File: config.mk
export PLATFORM = sky130hd
export DESIGN_NAME = tdm_demux_4x1
export DESIGN_NICKNAME = d
export VERILOG_FILES = /design/src/rtl/tdm_demux_4x1.sv
export SDC_FILE = /design/constraint.sdc
export NUM_CORES = 1
export LEC_CHECK = 0
export BUFFER_PORTS_ARGS = -buffer_cell sky130_fd_sc_hd__buf_2
export CAP_MARGIN = 5
export CORE_ASPECT_RATIO = 1.2
export CORE_MARGIN = 2
export CORE_UTILIZATION = 56
export DETAILED_ROUTE_END_ITERATION = 10
export PLACE_DENSITY = 0.8
export REMOVE_ABC_BUFFERS = 1
export SETUP_SLACK_MARGIN = 0.15
export SKIP_CTS_REPAIR_TIMING = 1
export SYNTH_ARGS = -nofsm -noshare
export SYNTH_HDL_FRONTEND = slang
export SYNTH_SLANG_ARGS = --single-unit
File: constraint.sdc
create_clock -name clk -period 3.33 [get_ports clk]
set_clock_uncertainty 0.05 [all_clocks]
set_input_delay 0.4995 -clock clk [delete_from_list [all_inputs] [get_ports clk]]
set_output_delay 0.4995 -clock clk [all_outputs]
set_load 0.005 [all_outputs]
File: src/rtl/tdm_demux_4x1.sv
// tdm_demux_4x1: recovers four channels from a framed TDM sample stream.
// Define TDM_DEMUX_PARITY_EN for a fifth even-parity slot and the par_err port.
module tdm_demux_4x1 #(
   parameter int WIDTH = 1
) (
   input  logic             clk,
   input  logic             rst_n,
   input  logic             in_valid,
   input  logic             in_sync,
   input  logic [WIDTH-1:0] in_data,
   output logic [WIDTH-1:0] out_0,
   output logic [WIDTH-1:0] out_1,
   output logic [WIDTH-1:0] out_2,
   output logic [WIDTH-1:0] out_3,
   output logic             out_valid,
   output logic             locked,
   output logic             sync_err,
   output logic [7:0]       frame_cnt
`ifdef TDM_DEMUX_PARITY_EN
   ,
   output logic             par_err
`endif
);

   typedef enum logic {
      HUNT,
      LOCK
   } state_t;

`ifdef TDM_DEMUX_PARITY_EN
   localparam logic [2:0] LAST_SLOT = 3'd4;
`else
   localparam logic [2:0] LAST_SLOT = 3'd3;
`endif

   state_t           state;
   logic [2:0]       slot;
   logic [WIDTH-1:0] hold [0:3];

   // The final slot of a frame bypasses the holding registers so the whole
   // frame lands on the outputs in one cycle and partial frames never show.
   always_ff @(posedge clk or negedge rst_n) begin
      if (!rst_n) begin
         state     <= HUNT;
         slot      <= '0;
         for (int i = 0; i < 4; i++) hold[i] <= '0;
         out_0     <= '0;
         out_1     <= '0;
         out_2     <= '0;
         out_3     <= '0;
         out_valid <= 1'b0;
         locked    <= 1'b0;
         sync_err  <= 1'b0;
         frame_cnt <= '0;
`ifdef TDM_DEMUX_PARITY_EN
         par_err   <= 1'b0;
`endif
      end else begin
         out_valid <= 1'b0;
         sync_err  <= 1'b0;
`ifdef TDM_DEMUX_PARITY_EN
         par_err   <= 1'b0;
`endif
         if (in_valid) begin
            case (state)
               HUNT: begin
                  if (in_sync) begin
                     hold[0] <= in_data;
                     slot    <= 3'd1;
                     state   <= LOCK;
                     locked  <= 1'b1;
                  end
               end
               LOCK: begin
                  if (in_sync && (slot != 3'd0)) begin
                     sync_err <= 1'b1;
                     hold[0]  <= in_data;
                     slot     <= 3'd1;
                  end else if (slot == LAST_SLOT) begin
                     out_0     <= hold[0];
                     out_1     <= hold[1];
                     out_2     <= hold[2];
`ifdef TDM_DEMUX_PARITY_EN
                     out_3     <= hold[3];
                     par_err   <= ^{hold[0], hold[1], hold[2], hold[3], in_data};
`else
                     out_3     <= in_data;
`endif
                     out_valid <= 1'b1;
                     frame_cnt <= frame_cnt + 8'd1;
                     slot      <= 3'd0;
                  end else begin
                     hold[slot[1:0]] <= in_data;
                     slot            <= slot + 3'd1;
                  end
               end
               default: begin
                  state  <= HUNT;
                  locked <= 1'b0;
               end
            endcase
         end
      end
   end

endmodule

==> flow_metrics.tcl <==
set metrics [dict create \
    synth_top_area_share_pct 51.2 \
    die_w_um 44.0 \
    path_class "reg -> reg" \
    wl_met2_um 914 \
    die_h_um 52.0 \
    worst_ir_drop_vdd_mv 0.411 \
    status "complete, no violations" \
    numCtsBuffers 3 \
    n_antenna_cell 0 \
    switching_power_uw 287 \
    layout_commonest_cell "dfrtp_1" \
    place.gp.congestion 0.891 \
    cap_viol_max_count 0 \
    pwr-share-seq_pct 46.4 \
    crit_required_ns 3.47 \
    multi_input_area_um2 480 \
    start_util_pct 58.8 \
    setup_tns_ns 0 \
    grt_max_degree 23 \
    regArea_um2 551 \
    grt-ovfl-total 0 \
    critPathLaunchType "flip-flop" \
    holdCritPathClass "in -> async" \
    first_global_vias 656 \
    clockRootBuffer "clkbuf_4" \
    switching_share_pct 32.1 \
    finalCritPeriodShare_pct 57.7 \
    leakage_nw 0.599 \
    clk_latency_ns 0.29 \
    rsz0062_at_grt "no" \
    highest_layer "met4" \
    yosysWarnings 0 \
    portBuffers 19 \
    htreeDepth 1 \
    synth.largest_area_cell "dfrtp_1" \
    cts.sinks 22 \
    met1_length_um 783 \
    fp.coreArea_mm2 0.00183 \
    dieArea_mm2 0.00229 \
    p_total_uw 893 \
    antenna_found_initial 0 \
    crit_fanout 6 \
    p_per_area_mw_per_mm2 729 \
    cp-end-kind "flip-flop" \
    avgSynthCellArea_um2 12.2 \
    finalWirelength_um 1770 \
    drive_gt1_share_pct 33.3 \
    intPower_uw 606 \
    slew_headroom_pct 60.5 \
    dp_hpwl_um 1350 \
    setup_violations 0 \
    syn_to_final_growth_pct 14.0 \
    clkSlewWorstSetupHoldPaths_ns 0.12 \
    grt_pass1_wl_um 3010 \
    ys_seq_area_share_pct 51.2 \
    wl_met3_um 56 \
    ys_types 30 \
    drt_iter0_markers 11 \
    synth.area.top_cells "dfrtp_1, mux2_2, ha_1" \
    comb_power_share_pct 31.7 \
    ff2ff_setup_slack_ns 1.41 \
    drcViolationCount 0 \
    critPathArrivalTime_ns 2.06 \
    fin_nets 119 \
    clk_path_buf_depth 2 \
    crit_chain "inv_1 -> ha_1 -> nand2b_1 -> a2111oi_2 -> mux2_2" \
    hold_viol_final 0 \
    slowest_delay_ns 0.46 \
    tightest_slew_ns 0.592 \
    ant_nets 0 \
    num_vias 717 \
    grtUsageTotal_pct 17.9 \
    n_fill_cell 151 \
    io_pins 20 \
    synth-seq-cells 22 \
    synth_cells 88 \
    fin_crit_ns 1.92 \
    wl_per_cell_um 13.9 \
    tritoncts "yes" \
    crit_slowest_cell "dfrtp_1" \
    drv_slew 0 \
    synth.cell_area_mm2 0.00107 \
    dr.pass1.iters 3 \
    mostFrequentLayoutCells "dfrtp_1, buf_2, xor2_1, mux2_2, inv_1" \
    clkPwrFrac_pct 21.9 \
    rows 17 \
    fmax_mhz 521 \
    vias_per_cell 5.65 \
]
per-stage QoR:
| step | util, % | setup slack [ns] | hold slack, ns | area (µm²) | std cells |
|---|---|---|---|---|---|
| after global placement | 64.1 | 1.48 | 0.402 | 1170 | 123 |
| after global routing | 67.0 | 1.30 | 0.0990 | 1220 | 127 |
| after detailed placement | 64.1 | 1.42 | 0.402 | 1170 | 123 |
| after CTS | 67.0 | 1.39 | 0.0995 | 1220 | 127 |
| after floorplan | - | 1.61 | 0.154 | 1050 | 85 |
| final | 67.0 | 1.41 | 0.0902 | 1220 | 127 |
layout make-up:
| cell class | instances | share of cell area, % |
|---|---|---|
| inverter | 6 | 1.84 |
| timing repair buffer | 19 | 7.76 |
| clock buffer | 3 | 1.84 |
| sequential | 22 | 44.9 |
| multi-input combinational | 57 | 39.2 |
| clock inverter | 1 | 2.45 |
| tap | 19 | 1.94 |
layer usage:
layer	GRT usage, %	up-vias
li1	-	355
met1	23.5	349
met2	30.1	11
met3	2.08	2
met4	6.06	0
met5	0	-
state kept, by name (all words and copies together), names as in the netlist:
signal and flops:
hold 3, out_2 1, state 1, out_valid 1, out_0 1, sync_err 1, out_3 1, locked 1
slot 3, out_1 1, frame_cnt 8
power by group through the flow:
stage | registers, mW | clock network, mW | logic [mW]
after CTS | 0.414 | 0.204 | 0.289
after detailed placement | 0.420 | 0 | 0.288
after global placement | 0.416 | 0 | 0.270
final | 0.414 | 0.196 | 0.283
after global routing | 0.426 | 0.222 | 0.324
after floorplan | 0.413 | 0 | 0.184
synthesized netlist by cell type, drive strengths merged:
cell      n
o21bai    2
nor4      3
o21a      1
nand4     1
o21ai     1
a22o      1
o311ai    1
nor3b     1
a311oi    1
xor2      7
a2111oi   2
nand2     5
buf       3
mux2      8
nor3      2
ha        5
nand2b    2
a21oi     3
a32oi     1
inv       6
dfrtp    22
nand3     5
nor2      2
nand4b    1
nor2b     2
worst paths after layout:
check / cells after the start / to / start
max in group asynchronous: 1 / frame_cnt[1] / rst_n
hold / removal: 1 / frame_cnt[2] / rst_n
hold reg to reg: 1 / frame_cnt[7] / frame_cnt[7]
setup / recovery: 5 / hold[1] / slot[0]
min in group clk: 1 / frame_cnt[7] / frame_cnt[7]
setup reg to reg: 5 / hold[1] / slot[0]
logic make-up (layout without fill, tap and decap cells):
kind of cell,after synthesis,count (layout),share of synthesized area (%)
compound gates,13,13,10.0
buf+inv,9,29,4.07
mux,8,8,8.38
fa+ha+maj,5,5,5.82
xor+xnor,7,7,5.70
simple gates,24,24,14.8
flops,22,22,51.2
critical path, delay by kind of cell (launching register included):
| family | cells | cell delay [ns] |
|---|---|---|
| DFF | 1 | 0.46 |
| AOI/OAI and AO/OA | 1 | 0.41 |
| muxes | 1 | 0.38 |
| adders and majority gates | 1 | 0.23 |
| and+or+nand+nor | 1 | 0.15 |
| buffers and inverters | 1 | 0.13 |
(Power assumes the default switching activity.)
